==> config.mk <==
export PLATFORM = sky130hd
export DESIGN_NAME = fifo_rd_ctrl
export DESIGN_NICKNAME = d
export VERILOG_FILES = /design/src/rtl/fifo_pkg.sv /design/src/rtl/fifo_rd_ctrl_sync_ff.sv /design/src/rtl/fifo_rd_ctrl.sv
export SDC_FILE = /design/constraint.sdc
export NUM_CORES = 1
export LEC_CHECK = 0
export BUFFER_PORTS_ARGS = -buffer_cell sky130_fd_sc_hd__buf_4
export CORE_MARGIN = 3
export CORE_UTILIZATION = 55
export DETAILED_ROUTE_END_ITERATION = 12
export HOLD_SLACK_MARGIN = 0.05
export PLACE_DENSITY = 0.82
export SLEW_MARGIN = 20
export SYNTH_ARGS = -nofsm -noshare
export SYNTH_HDL_FRONTEND = slang
export SYNTH_SLANG_ARGS = --single-unit
==> constraint.sdc <==
create_clock -name rclk -period 9.93 [get_ports rclk]
set_clock_uncertainty 0.05 [all_clocks]
set_input_delay 1.4895 -clock rclk [delete_from_list [all_inputs] [get_ports rclk]]
set_output_delay 1.4895 -clock rclk [all_outputs]
set_load 0.02 [all_outputs]
==> src/rtl/fifo_pkg.sv <==
// fifo_pkg: shared pointer type, Gray-code helpers and skid depth for the async FIFO.
// The helpers are width-agnostic: zero-extend into ptr_t, convert, then truncate back.
package fifo_pkg;
  localparam int PTR_W = 32;
  localparam int SKID_DEPTH = 2;
  typedef logic [PTR_W-1:0] ptr_t;
  function automatic ptr_t bin2gray(ptr_t b);
    return b ^ (b >> 1);
  endfunction
  function automatic ptr_t gray2bin(ptr_t g);
    ptr_t b;
    for (int i = 0; i < PTR_W; i++) b[i] = ^(g >> i);
    return b;
  endfunction
endpackage

==> src/rtl/fifo_rd_ctrl_sync_ff.sv <==
// sync_ff: STAGES-deep, W-bit flop chain bringing an asynchronous bus into rclk.
module sync_ff #(
  parameter int W = 1,
  parameter int STAGES = 2
) (
  input  logic         rclk,
  input  logic         rrst_n,
  input  logic [W-1:0] d,
  output logic [W-1:0] q
);
  logic [STAGES-1:0][W-1:0] chain;
  always_ff @(posedge rclk or negedge rrst_n)
    if (!rrst_n) chain <= '0;
    else chain <= {chain[STAGES-2:0], d};
  assign q = chain[STAGES-1];
endmodule

==> src/rtl/fifo_rd_ctrl.sv <==
// fifo_rd_ctrl: async FIFO read side with FWFT 2-entry output skid.
// Optional macro FIFO_RD_GRAY_CHECK_EN enables the sticky rerr protocol checker.
module fifo_rd_ctrl
  import fifo_pkg::*;
#(
  parameter int D_WIDTH = 32,
  parameter int A_WIDTH = 8,
  parameter int SYNC_STAGES = 2
) (
  input  logic               rclk,
  input  logic               rrst_n,
  input  logic [A_WIDTH:0]   wptr_gray,
  output logic [A_WIDTH:0]   rptr_gray,
  output logic               ren,
  output logic [A_WIDTH-1:0] raddr,
  input  logic [D_WIDTH-1:0] rdata,
  output logic               m_valid,
  input  logic               m_ready,
  output logic [D_WIDTH-1:0] m_data,
  output logic               rempty,
  output logic [A_WIDTH:0]   rlevel,
  output logic               rerr
);
  localparam int PW = A_WIDTH + 1;
  logic [A_WIDTH:0] wq_gray, wq_bin, rbin, rbin_next, rgray_next, level_next;
  logic [D_WIDTH-1:0] s0, s1, s0_next, s1_next;
  logic [1:0] skid_cnt, cnt_pop, cnt_next;
  logic inflight, pop;
  sync_ff #(.W(PW), .STAGES(SYNC_STAGES)) u_sync (
    .rclk(rclk), .rrst_n(rrst_n), .d(wptr_gray), .q(wq_gray)
  );
  // Reserve a skid slot for every word already requested; a pop frees one this cycle.
  always_comb begin
    pop = m_valid && m_ready;
    ren = !rempty && (((skid_cnt + 2'(inflight)) < 2'(SKID_DEPTH)) || pop);
    wq_bin = PW'(gray2bin(ptr_t'(wq_gray)));
    rbin_next = rbin + {{A_WIDTH{1'b0}}, ren};
    rgray_next = PW'(bin2gray(ptr_t'(rbin_next)));
    level_next = wq_bin - rbin_next;
    cnt_pop = skid_cnt - {1'b0, pop};
    cnt_next = cnt_pop + {1'b0, inflight};
    s0_next = (inflight && cnt_pop == 2'd0) ? rdata : pop ? s1 : s0;
    s1_next = (inflight && cnt_pop == 2'd1) ? rdata : s1;
  end
  always_ff @(posedge rclk or negedge rrst_n)
    if (!rrst_n) begin
      rbin <= '0;
      rptr_gray <= '0;
      rempty <= 1'b1;
      rlevel <= '0;
      inflight <= 1'b0;
      skid_cnt <= '0;
      s0 <= '0;
      s1 <= '0;
    end else begin
      rbin <= rbin_next;
      rptr_gray <= rgray_next;
      rempty <= rgray_next == wq_gray;
      rlevel <= level_next;
      inflight <= ren;
      skid_cnt <= cnt_next;
      s0 <= s0_next;
      s1 <= s1_next;
    end
  assign raddr = rbin[A_WIDTH-1:0];
  assign m_valid = skid_cnt != 2'd0;
  assign m_data = s0;
`ifdef FIFO_RD_GRAY_CHECK_EN
  logic [A_WIDTH:0] wq_prev;
  always_ff @(posedge rclk or negedge rrst_n)
    if (!rrst_n) begin
      wq_prev <= '0;
      rerr <= 1'b0;
    end else begin
      wq_prev <= wq_gray;
      rerr <= rerr || ($countones(wq_gray ^ wq_prev) > 1) || (level_next > {1'b1, {A_WIDTH{1'b0}}});
    end
`else
  assign rerr = 1'b0;
`endif
endmodule
==> results of run 1 <==
[layout by cell type (no fill, tap or decap), drive strengths merged, types with 2 or more instances in the layout]
master    Yosys  final
a211oi        2      2
a21oi        37     37
and2          2      2
buf           6    106
clkbuf        8     10
clkinv        0      2
clkinvlp      0      3
dfrtp       111    111
ha           11     11
inv          16     16
mux2         32     32
mux2i        35     35
nand2        13     13
nand3         6      6
nor2         38     38
nor3          2      2
o21ai         4      4
or2           3      3
xnor2        23     23
xnor3         6      6
xor2         14     14
[state kept, by name (all words and copies together) (netlist names)]
signal        count
u_sync.q          9
u_sync.chain      9
m_data           32
inflight          1
s1               32
rempty            1
rptr_gray         8
rlevel            9
rbin              9
skid_cnt          2
[cell type report]
cell class | instances | area (sq um) | area share
sequential | 112 | 2800 | 0.468
timing repair buffer | 106 | 796 | 0.133
clock buffer | 10 | 128 | 0.0213
tap | 105 | 131 | 0.0219
multi-input combinational | 247 | 2000 | 0.334
inverter | 16 | 60.1 | 0.0100
clock inverter | 6 | 70.1 | 0.0117
[routing by layer]
metal  up-vias  global-route usage  wire length [um]
met5         -                   0                 0
met4         0              0.0736               143
met3        11              0.0304               428
met2        78               0.322              4900
met1      1618               0.250              4080
li1       1534                   -                 -
[through the flow]
stage,setup WS [ns],instance area (sq um),power [W]
4_1_cts,5.62,5980,0.00237
2_1_floorplan,5.81,4910,0.00169
3_5_place_dp,5.27,5790,0.00209
5_1_grt,5.53,5990,0.00253
3_3_place_gp,5.40,5790,0.00205
6_report,5.81,5990,0.00235
[kinds of logic after synthesis]
kind of cell | count (synthesis) | synth area share
AOI/OAI and AO/OA | 51 | 0.0584
muxes | 67 | 0.145
xor gates and xnor gates | 44 | 0.104
other | 1 | 0.000764
adders and majority gates | 12 | 0.0321
and+or+nand+nor | 72 | 0.0650
buffers and inverters | 30 | 0.0237
DFF | 112 | 0.571
[power breakdown]
part	internal, W	total, W	switching (W)
Combinational	0.000601	0.00130	0.000694
Sequential	0.000672	0.000789	0.000117
Clock	0.000118	0.000271	0.000153
Total	0.00139	0.00235	0.000964
[worst max-delay path by stage]
stage / end / start / depth (start not counted) / slack (ns)
4_1_cts: m_data[24] / m_ready / 8 / 5.62
3_5_place_dp: m_data[24] / m_ready / 8 / 5.27
6_report: rlevel[8] / m_ready / 13 / 5.81
5_1_grt: rlevel[8] / m_ready / 13 / 5.53
3_3_place_gp: m_data[19] / m_ready / 8 / 5.40
2_1_floorplan: rlevel[8] / m_ready / 12 / 5.81
==> impl_metrics.ini, run 1 <==
[floorplan]
ios = 106
die_height_um = 100
die_area_sq_um = 10100
fp-row-count = 33
floorplan.initialDensity = 0.583
die_width_um = 100
coreArea_sq_um = 8420

[clock_tree]
number_of_clock_sinks = 112
cts_htree_levels = 3
ctsLongestPathBuffers = 2
cts-hold-fix-buffers = 0
postCtsResizedCells = 0
clock_tree.root_cell = clkbuf_8
clock_latency_on_the_worst_skew_pair_ns = 0.36
clk_pin_slew_ns = 0.10
clock_tree_from_tritoncts = done
number_of_buffers_created_by_cts = 9
post-cts-setup-buffers = 0

[routing]
dr.first_iter.drc_count = 101
detail-route-antenna-nets = 0
detail_route.wl_per_cell_um = 15.9
detailedRoute.firstPassIterationCount = 4
drt_drc_violations_left = 0
routed-via-count = 3241
vias_per_cell = 5.38
totalWireLength_um = 9560

[critical_path]
setup_cp_type = in -> reg
worst_path_max_delay_cell = nor2_1
crit_path_end_kind = flip-flop
start_kind = input pin
worst_ep_required_time_ns = 10.11
worst_path_dominant_cell_family = adder cells
cp_slowest_stage_delay_ns = 0.35
worst_r2r_path_depth = 14
path_buf_inv = 1
worstReg2RegEnd = rlevel[8]
cp.arrival_ns = 4.30
crit_path_max_fanout = 5
ff2ff_setup_slack_ns = 6.25
worstReg2RegStart = inflight
crit_chain = buf_4, nor2_1, nor2_1, ha_1, ha_1, nand3_1, nor2_1, xnor2_1, ha_1, a21oi_1, mux2i_1, a221oi_1, o311ai_1

[pwr]
ir_drop_mv = 0.236
power_density_nw_per_um2 = 393
static-leakage-power_nw = 2.91

[synth]
postSynth.asyncResetShare = 1.00
synth_area_per_cell_sq_um = 12.6
syn-cell-area_sq_um = 4910
top_cells_by_area_in_the_synthesized_netlist = dfrtp_1 (57%), mux2_2 (7.3%), mux2i_1 (7.1%)
most_frequent_cell_after_synthesis = dfrtp_1
synth_enable_flop_cells = 0
synthDominantAreaCellType = dfrtp_1
synth.top_cell.area_share = 0.566
synth_seq_cells = 112
postSynthNetCount = 445
synth-seq-area-share = 0.571
synth_top_flop_cell = dfrtp_1
yosys-top-cells-count = dfrtp_1 (111), nor2_1 (38), a21oi_1 (37)
synth_warnings = 0
synth_cell_type_count = 43
post_synth_inst_count = 389

[sta]
finalHoldViolCount = 0
max_slew_headroom = 0.299
worst_slew_pin_slew_ns = 1.05
finalMaxSlewViolations = 0
fmax_ghz = 0.243
finalHoldWorstSlack_ns = 0.306
setup-violations-final = 0
fin_crit_ns = 4.12
aggregate_negative_setup_slack_ns = 0
grt_setup_unrepaired = no
finalCritPeriodShare = 0.415

[outcome]
status = complete, no violations

[cells_and_area]
area_delta_synth_final_pct = 22.1
num-fill-cells = 607
final_util = 0.711
antennaDiodeCount = 0
final_layout_size_suffix_gt1_frac = 0.328
num-nets-final = 548
final-instance-count-excl-fill = 602

[place]
port_buffers = 104
placedCellCount = 586
place.detailed.hpwl_um = 6630
gp_congestion = 0.786

[hold_path]
hp-class = reg -> reg
worstHoldEndpoint = u_sync.q[0]
hold-path-cell-count = 0
hold_start = u_sync.chain[0]

[global_routing]
global_route_wire_length_before_repair_um = 14900
track_usage = 0.191
largest_net_degree_at_the_start_of_global_routing = 72
global_route.overflow_total = 0
antenna_violations_before_repair = 0
first_global_vias = 3108

[job]
max-cap-violations = 0
Power figures use the tool's default switching activity.
==> inputs of run 2 (changes only) <==
--- a/config.mk
+++ b/config.mk
@@ -5,12 +5,13 @@
 export SDC_FILE = /design/constraint.sdc
 export NUM_CORES = 1
 export LEC_CHECK = 0
+export ABC_AREA = 1
 export BUFFER_PORTS_ARGS = -buffer_cell sky130_fd_sc_hd__buf_4
 export CORE_MARGIN = 3
 export CORE_UTILIZATION = 55
 export DETAILED_ROUTE_END_ITERATION = 12
 export HOLD_SLACK_MARGIN = 0.05
-export PLACE_DENSITY = 0.82
+export PLACE_DENSITY = 0.81
 export SLEW_MARGIN = 20
 export SYNTH_ARGS = -nofsm -noshare
 export SYNTH_HDL_FRONTEND = slang
==> constraint.sdc (replaced) <==
create_clock -name rclk -period 3.9 [get_ports rclk]
set_clock_uncertainty 0.05 [all_clocks]
set_input_delay 0.585 -clock rclk [delete_from_list [all_inputs] [get_ports rclk]]
set_output_delay 0.585 -clock rclk [all_outputs]
set_load 0.02 [all_outputs]
==> impl_metrics.ini, run 2 <==
[floorplan]
coreArea_sq_um = 8890
ios = 106
die_height_um = 103
die_area_sq_um = 10500
fp-row-count = 34
die_width_um = 103
floorplan.initialDensity = 0.576

[synth]
combinational_family_with_the_most_area_after_synthesis = simple AND/OR/NAND/NOR gates
synth_enable_flop_cells = 0
synthDominantAreaCellType = dfrtp_1
synth_cell_type_count = 30
syn-cell-area_sq_um = 5120
most_frequent_cell_after_synthesis = nand2_1
postSynthNetCount = 629
synth_warnings = 0
synth_compound_area_frac = 0.0957
synth_top_flop_cell = dfrtp_1
top_cells_by_area_in_the_synthesized_netlist = dfrtp_1 (54%), nand2_1 (10%), inv_1 (7.8%)
post_synth_inst_count = 573
synth_area_per_cell_sq_um = 8.94
synthMuxAreaShare = 0
yosys.area_share.xor_xnor = 0.0423
synth-seq-area-share = 0.547
synth.top_cell.area_share = 0.542
synthSimpleGateAreaFrac = 0.188
synthAdderAreaFrac = 0.0308
synth_seq_cells = 112
postSynth.asyncResetShare = 1.00
yosys-top-cells-count = nand2_1 (141), dfrtp_1 (111), inv_1 (106)

[critical_path]
ff2ff_setup_slack_ns = 1.02
crit_path_end_kind = flip-flop
worst_r2r_path_depth = 16
start_kind = flip-flop
worst_ep_required_time_ns = 4.16
cp.arrival_ns = 3.14
worstReg2RegStart = u_sync.q[8]
worstReg2RegEnd = rlevel[8]
crit_path_max_fanout = 5
cp-startpoint = u_sync.q[8]
setup_cp_type = reg -> reg

[clock_tree]
post-cts-setup-buffers = 0
cts_htree_levels = 3
postCtsResizedCells = 0
number_of_clock_sinks = 112
cts-hold-fix-buffers = 0
clock_tree_from_tritoncts = done
clk_pin_slew_ns = 0.11
clock_latency_on_the_worst_skew_pair_ns = 0.36
ctsLongestPathBuffers = 2
number_of_buffers_created_by_cts = 9
clock_tree.root_cell = clkbuf_8

[global_routing]
global_route_wire_length_before_repair_um = 19300
global_route.overflow_total = 0
first_global_vias = 3966
track_usage = 0.232
largest_net_degree_at_the_start_of_global_routing = 65
antenna_violations_before_repair = 0

[routing]
vias_per_cell = 5.28
totalWireLength_um = 11600
dr.first_iter.drc_count = 188
detail_route.wl_per_cell_um = 14.8
routed-via-count = 4159
detail-route-antenna-nets = 0
detailedRoute.firstPassIterationCount = 5
drt_drc_violations_left = 0

[sta]
finalMaxSlewViolations = 0
finalHoldViolCount = 0
finalHoldWorstSlack_ns = 0.241
max_slew_headroom = 0.400
fmax_ghz = 0.347
worst_slew_pin_slew_ns = 0.900
fin_crit_ns = 2.88
finalCritPeriodShare = 0.739
aggregate_negative_setup_slack_ns = 0
setup-violations-final = 0
grt_setup_unrepaired = no

[place]
place.detailed.hpwl_um = 8430
gp_congestion = 0.904
port_buffers = 104

[cells_and_area]
antennaDiodeCount = 0
commonest_cells_after_routing_fill_and_taps_aside = nand2_1 (141), dfrtp_1 (111), buf_4 (110)
final_layout_size_suffix_gt1_frac = 0.212
num-nets-final = 730
area_delta_synth_final_pct = 21.1
layout.cells.most_common = nand2_1

[outcome]
status = complete, no violations

[hold_path]
hp-class = in -> async

[pwr]
power_density_nw_per_um2 = 907
static-leakage-power_nw = 3.31
ir_drop_mv = 0.462

[job]
max-cap-violations = 0
-- run 2: changes by cell type after synthesis, moves of 7 or more --
| cell | delta |
|---|---|
| nand3_1 | +51 |
| nand2_1 | +128 |
| mux2i_1 | -35 |
| clkbuf_1 | +7 |
| nor2_1 | -28 |
| a21oi_1 | -32 |
| o221ai_1 | +31 |
| inv_1 | +90 |
| mux2_2 | -32 |
| xnor2_1 | -11 |
| o21ai_0 | +30 |
-- run 2: area by class of cell --
type	instances	area (sq um)
fill	715	2690
multi-input combinational	332	1850
timing repair buffer	110	826
tap	108	135
clock inverter	5	51.3
sequential	112	2800
inverter	109	409
clock buffer	11	131
-- run 2: worst max-delay path by stage --
stage | end | slack, ns | cells past startpoint
floorplan | rlevel[8] | 1.15 | 17
global placement | rlevel[8] | 0.94 | 18
detailed placement | rlevel[8] | 0.82 | 19
CTS | rlevel[8] | 1.01 | 16
global route | rlevel[8] | 0.71 | 18
finish | rlevel[8] | 1.02 | 16
-- run 2: logic make-up (layout without fill, tap and decap cells) --
family,Yosys count,in the layout
flops,112,112
fa+ha+maj,12,12
xor+xnor,23,23
compound gates,73,73
simple gates,223,223
buf+inv,129,235
other cells,1,1
-- run 2: power by group --
part	internal [W]	switching, W	leakage [nW]
registers	0.00166	0.000297	1.36
logic	0.00113	0.00189	1.86
clock network	0.000246	0.000397	0.0913
-- run 2: per-layer routing --
metal / vias up / routed length [um] / global-route usage
li1: 2021 / - / -
met1: 1997 / 5180 / 0.337
met2: 123 / 5650 / 0.360
met3: 18 / 618 / 0.0352
met4: 0 / 197 / 0.0787
met5: - / 0 / 0
-- run 2: worst max-delay path, cell delays in order, from the launching register on --
cell     delay [ns]
dfrtp_1        0.40
inv_1          0.13
nand2_1        0.06
nand2_1        0.16
nand2_1        0.07
nand2_1        0.22
xor2_1         0.34
xor2_1         0.13
ha_1           0.25
fa_1           0.40
inv_1          0.07
nand3_1        0.11
nand2_1        0.14
nand3_1        0.12
nand2_1        0.08
nand2_1        0.05
nand2_1        0.06
-- run 2: stage by stage --
step / setup slack, ns / utilization / cell area (sq um) / power (W) / cells
6_report: 1.02 / 0.698 / 6200 / 0.00562 / 787
5_1_grt: 0.705 / 0.698 / 6200 / 0.00610 / 787
4_1_cts: 1.01 / 0.698 / 6200 / 0.00566 / 787
3_5_place_dp: 0.821 / 0.677 / 6020 / 0.00500 / 771
3_3_place_gp: 0.944 / 0.677 / 6020 / 0.00490 / 771
2_1_floorplan: 1.15 / - / 5120 / 0.00394 / 573
